### src/rtl/wb_arb_pkg.sv
// Shared types and widths for the register-file write arbiter and its SAD queue.
package wb_arb_pkg;

    localparam int REG_W         = 5;
    localparam int DATA_W        = 32;
    localparam int DEFAULT_DEPTH = 4;

    typedef struct packed {
        logic              valid;
        logic [REG_W-1:0]  regnum;
        logic [DATA_W-1:0] data;
    } wb_entry_t;

    // Register $0 never holds state, so it never matches anything.
    function automatic logic reg_hit(input logic [REG_W-1:0] src,
                                     input logic [REG_W-1:0] dst);
        return (src != '0) && (src == dst);
    endfunction

endpackage

### src/rtl/wb_arb_queue.sv
// Ordered circular buffer of pending SAD writes with squash-by-register and a
// per-entry lookup match vector for hazard detection.
module wb_arb_queue
    import wb_arb_pkg::*;
#(
    parameter int DEPTH = DEFAULT_DEPTH
) (
    input  logic                         clk,
    input  logic                         srst,
    input  logic                         push,
    input  logic [REG_W-1:0]             push_reg,
    input  logic [DATA_W-1:0]            push_data,
    input  logic                         pop,
    input  logic                         squash_en,
    input  logic [REG_W-1:0]             squash_reg,
    input  logic [REG_W-1:0]             lookup_a,
    input  logic [REG_W-1:0]             lookup_b,
    output wb_entry_t                    head,
    output logic [$clog2(DEPTH+1)-1:0]   count,
    output logic [DEPTH-1:0]             match
);

    localparam int PTR_W = $clog2(DEPTH);
    localparam int CNT_W = $clog2(DEPTH+1);

    logic [PTR_W-1:0]        head_ptr_reg;
    logic [PTR_W-1:0]        tail_ptr_reg;
    logic [CNT_W-1:0]        count_reg;
    wb_entry_t [DEPTH-1:0]   slots;

    generate
        for (genvar gi = 0; gi < DEPTH; gi++) begin : g_slot
            wb_entry_t slot_reg;

            // A push into this slot outranks a squash: the incoming value is newer.
            always_ff @(posedge clk) begin
                if (srst) begin
                    slot_reg <= '0;
                end else if (push && (tail_ptr_reg == PTR_W'(gi))) begin
                    slot_reg <= '{valid: 1'b1, regnum: push_reg, data: push_data};
                end else if ((pop && (head_ptr_reg == PTR_W'(gi))) ||
                             (squash_en && (slot_reg.regnum == squash_reg))) begin
                    slot_reg.valid <= 1'b0;
                end
            end

            assign slots[gi] = slot_reg;
            assign match[gi] = slot_reg.valid &&
                               (reg_hit(lookup_a, slot_reg.regnum) ||
                                reg_hit(lookup_b, slot_reg.regnum));
        end
    endgenerate

    always_ff @(posedge clk) begin
        if (srst) begin
            head_ptr_reg <= '0;
            tail_ptr_reg <= '0;
            count_reg    <= '0;
        end else begin
            if (push) begin
                tail_ptr_reg <= tail_ptr_reg + PTR_W'(1);
            end
            if (pop) begin
                head_ptr_reg <= head_ptr_reg + PTR_W'(1);
            end
            count_reg <= count_reg + CNT_W'(push) - CNT_W'(pop);
        end
    end

    assign head  = slots[head_ptr_reg];
    assign count = count_reg;

endmodule

### src/rtl/regfile_write_arbiter.sv
// Shares the register-file write port between MEM/WB writeback (always wins) and
// queued SAD results; flags decode hazards. Optional macro: WB_ARB_BYPASS_EN.
module regfile_write_arbiter
    import wb_arb_pkg::*;
#(
    parameter int DEPTH = DEFAULT_DEPTH
) (
    input  logic                         Clk,
    input  logic                         Rst,
    input  logic                         MEM_WB_RegWrite,
    input  logic [REG_W-1:0]             MEM_WB_WriteRegister,
    input  logic [DATA_W-1:0]            WB_WriteData,
    input  logic                         sad_req,
    input  logic [REG_W-1:0]             sad_reg,
    input  logic [DATA_W-1:0]            sad_data,
    output logic                         sad_ready,
    output logic                         RF_RegWrite,
    output logic [REG_W-1:0]             RF_WriteRegister,
    output logic [DATA_W-1:0]            RF_WriteData,
    input  logic [REG_W-1:0]             ID_rs,
    input  logic [REG_W-1:0]             ID_rt,
    output logic                         pend_hazard,
    output logic [$clog2(DEPTH+1)-1:0]   queue_count
);

    localparam int CNT_W = $clog2(DEPTH+1);

    wb_entry_t          head;
    logic [DEPTH-1:0]   match;
    logic               accept;
    logic               bypass;
    logic               push;
    logic               pop;
    logic               head_present;
    logic               squash_en;
    logic               sad_hit;

    // Readiness depends on registered occupancy only, never on a same-cycle pop.
    assign sad_ready    = queue_count < CNT_W'(DEPTH);
    assign accept       = sad_req && sad_ready;
    assign head_present = queue_count != '0;

`ifdef WB_ARB_BYPASS_EN
    assign bypass = (queue_count == '0) && !MEM_WB_RegWrite && sad_req && (sad_reg != '0);
`else
    assign bypass = 1'b0;
`endif

    // Writes to $0 are accepted and dropped rather than queued.
    assign push = accept && (sad_reg != '0) && !bypass;

    // An invalid head never needs the port, so it retires even under a pipeline write.
    assign pop       = head_present && (!head.valid || !MEM_WB_RegWrite);
    assign squash_en = MEM_WB_RegWrite && (MEM_WB_WriteRegister != '0);

    wb_arb_queue #(
        .DEPTH (DEPTH)
    ) u_queue (
        .clk        (Clk),
        .srst       (Rst),
        .push       (push),
        .push_reg   (sad_reg),
        .push_data  (sad_data),
        .pop        (pop),
        .squash_en  (squash_en),
        .squash_reg (MEM_WB_WriteRegister),
        .lookup_a   (ID_rs),
        .lookup_b   (ID_rt),
        .head       (head),
        .count      (queue_count),
        .match      (match)
    );

    always_comb begin
        RF_RegWrite      = 1'b0;
        RF_WriteRegister = '0;
        RF_WriteData     = '0;
        if (MEM_WB_RegWrite) begin
            RF_RegWrite      = 1'b1;
            RF_WriteRegister = MEM_WB_WriteRegister;
            RF_WriteData     = WB_WriteData;
        end else if (bypass) begin
            RF_RegWrite      = 1'b1;
            RF_WriteRegister = sad_reg;
            RF_WriteData     = sad_data;
        end else if (head_present && head.valid) begin
            RF_RegWrite      = 1'b1;
            RF_WriteRegister = head.regnum;
            RF_WriteData     = head.data;
        end
    end

    assign sad_hit     = accept && (reg_hit(ID_rs, sad_reg) || reg_hit(ID_rt, sad_reg));
    assign pend_hazard = (|match) || sad_hit;

endmodule

### config.mk
export PLATFORM = sky130hd
export DESIGN_NAME = regfile_write_arbiter
export DESIGN_NICKNAME = d
export VERILOG_FILES = /design/src/rtl/wb_arb_pkg.sv /design/src/rtl/wb_arb_queue.sv /design/src/rtl/regfile_write_arbiter.sv
export SDC_FILE = /design/constraint.sdc
export NUM_CORES = 1
export LEC_CHECK = 0
export CORE_MARGIN = 4
export CORE_UTILIZATION = 51
export DETAILED_ROUTE_END_ITERATION = 6
export GPL_ROUTABILITY_DRIVEN = 0
export HOLD_SLACK_MARGIN = 0.12
export PLACE_DENSITY_LB_ADDON = 0.12
export SYNTH_ARGS = -nofsm -noshare
export SYNTH_HDL_FRONTEND = slang
export SYNTH_SLANG_ARGS = --single-unit
### constraint.sdc
create_clock -name Clk -period 4 [get_ports Clk]
set_input_delay 1 -clock Clk [delete_from_list [all_inputs] [get_ports Clk]]
set_output_delay 1 -clock Clk [all_outputs]
set_load 0.1 [all_outputs]
# Word level (Yosys, flattened, before mapping)
# Cells that the tools add are included.
# totals
regBits	159
mem_count	0
inputBits	88
latch_bits	0
word_cells	114
ram_bits	0
mem_bits_ro	0
# classes
bitwise	0
div_mod_pow	0
n_addsub	4
n_shift	0
order_cmp	2
n_eq_ne	20
mul	0
reduce_logical	57
mux	16
# ops
operator	n
binary-select mux 38 bit (select 2 bit)	1
== test 5 bit	14
2-to-1 mux 32 bit	2
2-to-1 mux 38 bit	1
logical AND 1 bit	32
nonzero test 5 bit	4
logical OR 1 bit	11
2-to-1 mux 1 bit	10
2-to-1 mux 5 bit	2
== test 2 bit, second input constant	4
nonzero test 2 bit	4
adder 2 x 1 -> 2 bit, second input constant	2
== test 2 x 1 -> 1 bit, second input constant	2
logical NOT 2 bit	2
OR reduction 4 bit	1
adder 3 x 1 -> 3 bit	1
< comparator 2 x 3 -> 1 bit, second input constant	1
< comparator 3 bit, second input constant	1
nonzero test 3 bit	1
subtractor 3 x 1 -> 3 bit	1
logical NOT 1 bit	2

# Longest topological paths before layout
# Gate-level depths: netlist of run 1.
# depth
ltp_word	9
ltp_mapped	10
depth_no_buf	10

# By module
# A second synthesis of run 1 with hierarchy kept.
# unflattened
hier_cells	938
area_unflattened_um2	7982.7
# modules_own_cells
mod	cells_each	area_per_inst_um2	n_inst	seq_area_each_um2
wb_arb_queue	860	7342.0	1	3183.1
regfile_write_arbiter	78	640.6	1	0.0

# Least setup slack after synthesis of run 1
# No wires, ideal clock.
# synth_path
path_kind	input -> output
start	input port ID_rs[1]
end	output port pend_hazard
t_arrival_ps	3097
stages	6
required_ps	3000
slack_ps	-97
path_cell_list	clkbuf_1 -> or4_1 -> o211ai_1 -> o22ai_1 -> a22oi_1 -> nand4_1
# synth_between
elab_chain_len	6
# synth_rtl
item	line	rtl
from (decl)	regfile_write_arbiter.sv:20	input logic [REG_W-1:0] ID_rs,
== test 5 bit or nonzero test 5 bit (tied branches)	wb_arb_pkg.sv:17	return (src != '0) && (src == dst);
logical AND 1 bit	wb_arb_pkg.sv:17	
logical OR 1 bit	wb_arb_queue.sv:49	(reg_hit(lookup_a, slot_reg.regnum) ||
logical AND 1 bit	wb_arb_queue.sv:48	assign match[gi] = slot_reg.valid &&
OR reduction 4 bit	regfile_write_arbiter.sv:94	assign pend_hazard = (|match) || sad_hit;
logical OR 1 bit *	regfile_write_arbiter.sv:94	
to (decl)	regfile_write_arbiter.sv:22	output logic pend_hazard,
# Mark *: on every way between the ends. The rest lies on a longest branch, timed or not.

# Final worst setup path of run 1
# layout_path
start	input port ID_rt[0]
end	output port pend_hazard
# layout_between
elab_chain_len	6
# layout_rtl
item	line	rtl
from (decl)	regfile_write_arbiter.sv:21	input logic [REG_W-1:0] ID_rt,
== test 5 bit or nonzero test 5 bit (tied branches)	wb_arb_pkg.sv:17	
logical AND 1 bit	wb_arb_pkg.sv:17	
logical OR 1 bit	wb_arb_queue.sv:49	
logical AND 1 bit	wb_arb_queue.sv:48	
OR reduction 4 bit	regfile_write_arbiter.sv:94	
logical OR 1 bit *	regfile_write_arbiter.sv:94	
# Marked as above.

==> results of run 1 <==
power groups by stage:
stage	clock network, mW	logic [mW]	registers [mW]
after floorplan	0	1.45	1.92
after global placement	0	2.13	1.85
after detailed placement	0	2.15	1.86
after CTS	1.80	2.15	1.82
after global routing	1.87	2.28	1.84
final	1.78	2.14	1.83
final cells by class:
class                      count  area, um2
clock buffer                  18      439.2
clock inverter                14      209.0
fill                        1368       5201
inverter                       9      33.78
multi-input combinational    715       4532
sequential                   159       3186
tap                          216      270.3
timing repair buffer         152       1899
tightest hold or removal path: cells and delay by family, from the launching register on:
family	cells	cell delay, ns
AO/OA/AOI/OAI	1	0.05
AND/OR/NAND/NOR	1	0.05
flip-flops	1	0.31
cell families (layout without fill, tap and decap cells):
logic type	count (synthesis)	in the layout	share of synthesized area (%)
XOR/XNOR	74	74	7.934
buffers and inverters	96	193	6.601
flip-flops	159	159	38.96
AO/OA/AOI/OAI	172	172	11.01
adder cells (fa/ha/maj)	11	11	1.777
multiplexers	75	75	15.01
AND/OR/NAND/NOR	383	383	18.70
path summary, 6_finish.rpt:
kind | end | slack, ns | startpoint
worst max-delay path | pend_hazard | 0.12 | ID_rt[0]
worst min-delay path | u_queue.g_slot[3].slot_reg[1]$_SDFFE_PP0P_ | 0.45 | u_queue.g_slot[3].slot_reg[1]$_SDFFE_PP0P_
worst max register to register | u_queue.count[2]$_SDFF_PP0_ | 1.24 | u_queue.g_slot[3].slot_reg[37]$_SDFFE_PP0P_
worst min register to register | u_queue.g_slot[3].slot_reg[1]$_SDFFE_PP0P_ | 0.45 | u_queue.g_slot[3].slot_reg[1]$_SDFFE_PP0P_
layer usage:
layer	vias up	wire length [um]	global-route usage [%]
li1	3410	-	-
met1	3330	9462	32.48
met2	237	10620	40.25
met3	38	1486	4.806
met4	0	409	8.541
met5	-	0	0
per-stage QoR:
step                      setup slack, ns  cells  util, %  power (mW)
after floorplan                  -0.09648    970        -       3.364
after global placement             0.1284   1251    62.91       3.984
after detailed placement           0.1289   1251    62.91       4.004
after CTS                          0.1196   1283    67.02       5.776
after global routing              0.03201   1283    67.02       5.995
final                              0.1170   1283    67.02       5.747
layout by cell type, fill, tap and decap left out, drive strengths merged, types with 4 or more instances in the layout:
cell type        n
clkinv           5
nor2            47
ha              10
clkdlybuf4s50   89
xnor2           42
clkbuf          18
inv             12
o311ai           4
a21oi          155
mux2i           37
nor4             6
or4              8
nand2          304
o21ai            4
dfxtp          159
nand3           10
and2             4
mux4            38
buf             63
o211ai           4
xor2            32
bufinv           5
==> metrics.md, run 1 <==
| Metric | Value |
|---|---|
| Synthesized net count | 1069 |
| WL/cell | 17.13 um |
| Fmax | 257.5 MHz |
| Register area share after synthesis | 38.96% |
| Clock power frac | 31.0% |
| Reg clk slew, reported paths | 0.06 ns |
| Critical Path Stages | 7 |
| H-tree depth | 4 |
| Actual slew at the worst max-slew pin | 0.9699 ns |
| Clock Path Buffers | 2 |
| GRT Overall Usage | 24.50% |
| Total Wirelength | 21980 um |
| Post-DP Area | 0.009921 mm2 |
| Gr ovfl total | 0 |
| Number of port buffers | 130 |
| CP arrival | 2.88 ns |
| NetSw | 2.087 mW |
| EDFF count, synth | 0 |
| Flops & latches, synth | 159 |
| Fin. Hold Viols | 0 |
| WP buf/inv | 2 |
| Router iterations before antenna repair | 5 |
| Leak Pwr | 3.767 nW |
| Top FF cell, synth | dfxtp_1 |
| Chip width | 134.6 um |
| Tmin final | 3.883 ns |
| RSZ-0062 raised after global routing | false |
| Ant diodes | 0 |
| Worst path required time | 3.00 ns |
| Post-synthesis cell count | 970 |
| Pins Over Slew Limit | 0 |
| Internal power | 3.660 mW |
| Top Family by Delay on Critical Path | simple AND/OR/NAND/NOR gates |
| Setup TNS | 0 ns |
| Crit path cell chain | clkdlybuf4s50_1, or4_1, o211ai_1, o22ai_1, a22oi_1, nand4_1, buf_12 |
| R2R cell count | 10 |
| VDD IR max | 356.5 uV |
| Cell Area, Synth | 0.008169 mm2 |
| Initial antenna violation count | 0 |
| Via count | 7015 |
| Pwr/cell area | 543.8 mW/mm2 |
| Synth top area share | 38.96% |
| Critical-path top delay cell | or4_1 |
| Area Growth Syn to Fin | 29.38% |
| Period utilisation layout | 97.08% |
| Post-CTS setup buffer count | 0 |
| YS warnings | 0 |
| Root Buffer | clkbuf_16 |
| DRC viols | 0 |
| Nature of the critical path endpoint | output port |
| Sw Ratio | 36.32% |
| Worst clock skew | 0.007123 ns |
| Starting Density | 51.80% |
| Post-Syn Area per Cell | 8.422 um2 |
| Critical Path Fanout Max | 3 |
| Number of flip-flops in the largest register | 152 |
| Hold WC Path Type | flip-flop to flip-flop |
| Share of layout cells above drive strength 1 | 16.21% |
| CTS sink cnt | 159 |
| Most frequent cells after synthesis | nand2_1, dfxtp_1, a21oi_1, nor2_1, clkbuf_1 |
| Startpoint Class | input port |
| Clk_lat worst skew | 0.43 ns |
| Iter 0 DRT Violations | 635 |
| Combinational power share | 37.2% |
| Worst Hold Path Cells | 2 |
| Final Hold Slack | 0.4512 ns |
| Die Span Y | 134.6 um |
| DP HPWL | 13770 um |
| Status | finished, final reports clean |
| Most numerous cell in the Yosys netlist | nand2_1 |
| Area leader, netlist | dfxtp_1 |
| Top area cells in the synthesized netlist | dfxtp_1, nand2_1, mux4_2 |
| I/O pins | 131 |
| Setup violations, final | 0 |
| DRT antenna net count | 0 |
| Vias per cell | 5.468 |
| Global-route wire length before repair | 35310 um |
| Post-CTS Resized | 0 |
| Seq pwr share | 31.8% |
| Largest net degree at the start of global routing | 95 |
| Row count | 46 |
| Vias in the first global route | 6963 |
| Final instance area | 0.01057 mm2 |
| Synth cell types | 32 |
| Async S/R FF share, synth | 0% |
| Number of CTS-inserted buffers | 17 |
| # hold bufs at CTS | 0 |
| Die footprint | 0.01811 mm2 |
| Core area | 0.01577 mm2 |
| Relative max-transition margin | 35.14% |
| Kind of critical path | input port to output port |
| Post-layout nets | 1153 |
| CP peak stage delay | 0.58 ns |
| TritonCTS clock tree | yes |
| Max-cap violations | 0 |
Power figures use the tool's default switching activity.
==> run 2, diff against run 1 <==
==> constraint.sdc (replaced) <==
create_clock -name Clk -period 3.64 [get_ports Clk]
set_input_delay 0.91 -clock Clk [delete_from_list [all_inputs] [get_ports Clk]]
set_output_delay 0.91 -clock Clk [all_outputs]
set_load 0.1 [all_outputs]
==> run 2 against run 1 <==
Against the previous run:
- register-to-register slack worse by 0.35 ns
- combinational power up 11%
- sequential power up 9.8%
- flip-flop and latch count unchanged
- largest power group unchanged
- highest routed layer unchanged
==> metrics.md, run 2 (synthesis gave the netlist of run 1 again) <==
| Metric | Value |
|---|---|
| Status | finished, final reports clean |
| Kind of critical path | input port to output port |
| Combinational power share | 38.0% |
| CP arrival | 2.60 ns |
| Area Growth Syn to Fin | 30.08% |
| Iter 0 DRT Violations | 596 |
| Chip width | 134.6 um |
| VDD IR max | 458.0 uV |
| Leak Pwr | 3.873 nW |
| Startpoint Class | input port |
| Max-cap violations | 0 |
| Post-CTS setup buffer count | 0 |
| DP HPWL | 13860 um |
| Actual slew at the worst max-slew pin | 0.6401 ns |
| Fin. Hold Viols | 0 |
| Ant diodes | 0 |
| Reg clk slew, reported paths | 0.06 ns |
| Worst path required time | 2.73 ns |
| DRT antenna net count | 0 |
| Tmin final | 3.506 ns |
| Vias per cell | 5.489 |
| Via count | 7086 |
| NetSw | 2.275 mW |
| Finished Core Util | 67.38% |
| Starting Density | 51.80% |
| End of the worst register-to-register path | u_queue.count[2]$_SDFF_PP0_ |
| Commonest non-fill, non-tap cells in the layout | nand2_1, dfxtp_1, a21oi_1, clkdlybuf4s50_1, buf_12 |
| Critical Path Fanout Max | 3 |
| Worst clock skew | 0.005908 ns |
| Clock Path Buffers | 2 |
| Fmax | 285.2 MHz |
| Gr ovfl total | 0 |
| H-tree depth | 4 |
| Reg-to-reg startpoint | u_queue.head_ptr_reg[0]$_SDFFE_PP0P_ |
| Setup violations, final | 0 |
| Number of CTS-inserted buffers | 17 |
| Largest net degree at the start of global routing | 103 |
| Core area | 0.01577 mm2 |
| Sw Ratio | 36.36% |
| WL/cell | 17.00 um |
| Period utilisation layout | 96.31% |
| Initial antenna violation count | 0 |
| R2R cell count | 10 |
| Clock power frac | 29.9% |
| R2r setup slk | 0.89 ns |
| TritonCTS clock tree | yes |
| Router iterations before antenna repair | 5 |
| Hold WC Path Type | flip-flop to flip-flop |
| Root Buffer | clkbuf_16 |
| Share of layout cells above drive strength 1 | 16.19% |
| GRT Overall Usage | 24.46% |
| Pins Over Slew Limit | 0 |
| Clk_lat worst skew | 0.42 ns |
| Die Span Y | 134.6 um |
| Relative max-transition margin | 57.33% |
| CTS sink cnt | 159 |
| RSZ-0062 raised after global routing | false |
| Critical-path top delay cell | or4_4 |
| Row count | 46 |
| Seq pwr share | 32.1% |
| HP Start | u_queue.g_slot[1].slot_reg[16]$_SDFFE_PP0P_ |
| Pwr/cell area | 588.9 mW/mm2 |
| Internal power | 3.983 mW |
| Number of flip-flops in the largest register | 152 |
| Number of port buffers | 130 |
| Hold endpoint | u_queue.g_slot[1].slot_reg[16]$_SDFFE_PP0P_ |
| Die footprint | 0.01811 mm2 |
| Global-route wire length before repair | 35280 um |
| Worst Setup Slack, final | 0.1342 ns |
| Nature of the critical path endpoint | output port |
| I/O pins | 131 |
| Worst Hold Path Cells | 2 |
| DRC viols | 0 |
| Total Wirelength | 21950 um |
| Vias in the first global route | 6860 |
| Post-layout nets | 1161 |
| Most common cell after layout, fill and taps aside | nand2_1 |
| Place WS | -0.09360 ns |
| CP peak stage delay | 0.56 ns |
| Crit path cell chain | dlygate4sd2_1, or4_4, o211ai_1, o22ai_1, a22oi_1, nand4_1, buf_12 |
## run 2: layout make-up
class / instances / area (um2)
clock inverter: 10 / 131.4
multi-input combinational: 715 / 4509
tap: 216 / 270.3
clock buffer: 22 / 495.5
fill: 1338 / 5144
sequential: 159 / 3188
inverter: 9 / 33.78
timing repair buffer: 160 / 1998
## run 2: critical path: cells and delay by family
family | cells | cell delay [ns]
AO/OA/AOI/OAI | 3 | 0.49
buffers and inverters | 2 | 0.45
AND/OR/NAND/NOR | 2 | 0.73
## run 2: power groups by stage
| stage | clock (mW) | sequential, mW | combinational (mW) |
|---|---|---|---|
| 2_1_floorplan | 0 | 2.11 | 1.58 |
| 3_3_place_gp | 0 | 2.04 | 2.36 |
| 3_5_place_dp | 0 | 2.04 | 2.38 |
| 4_1_cts | 1.89 | 2.01 | 2.39 |
| 5_1_grt | 1.96 | 2.03 | 2.54 |
| 6_report | 1.87 | 2.01 | 2.38 |
## run 2: per-stage QoR
stage               hold slack (ns)  instances  power [mW]  instance area, um2  TNS (ns)
floorplan                    0.4331        970       3.683                8204    -4.950
CTS                          0.4537       1291       6.289               10610         0
finish                       0.4514       1291       6.258               10630         0
global placement             0.4386       1259       4.406                9976  -0.08061
detailed placement           0.4449       1259       4.424                9976  -0.09360
global route                 0.4646       1291       6.533               10630         0
## run 2: how the worst max path moves through the flow
stage / start / end / slack (ns) / cells past startpoint
after floorplan: MEM_WB_RegWrite / RF_WriteData[14] / -0.28 / 4
after global placement: ID_rt[0] / pend_hazard / -0.08 / 7
after detailed placement: ID_rt[0] / pend_hazard / -0.09 / 7
after CTS: ID_rt[3] / pend_hazard / 0.01 / 7
after global routing: ID_rt[0] / pend_hazard / 0.03 / 7
final: ID_rs[4] / pend_hazard / 0.13 / 7
## run 2: timing repair
| action | in CTS | in global routing |
|---|---|---|
| pin swaps | 4 | 7 |
| gates resized for setup | 7 | 8 |
| endpoints found under the setup margin | 1 | 1 |
| hold buffers | 0 | 0 |
## run 2: layer usage
layer | global-route usage [%] | wire (um)
met1 | 33.00 | 9656
met2 | 40.47 | 10580
met3 | 4.285 | 1368
met4 | 7.466 | 344
met5 | 0 | 0
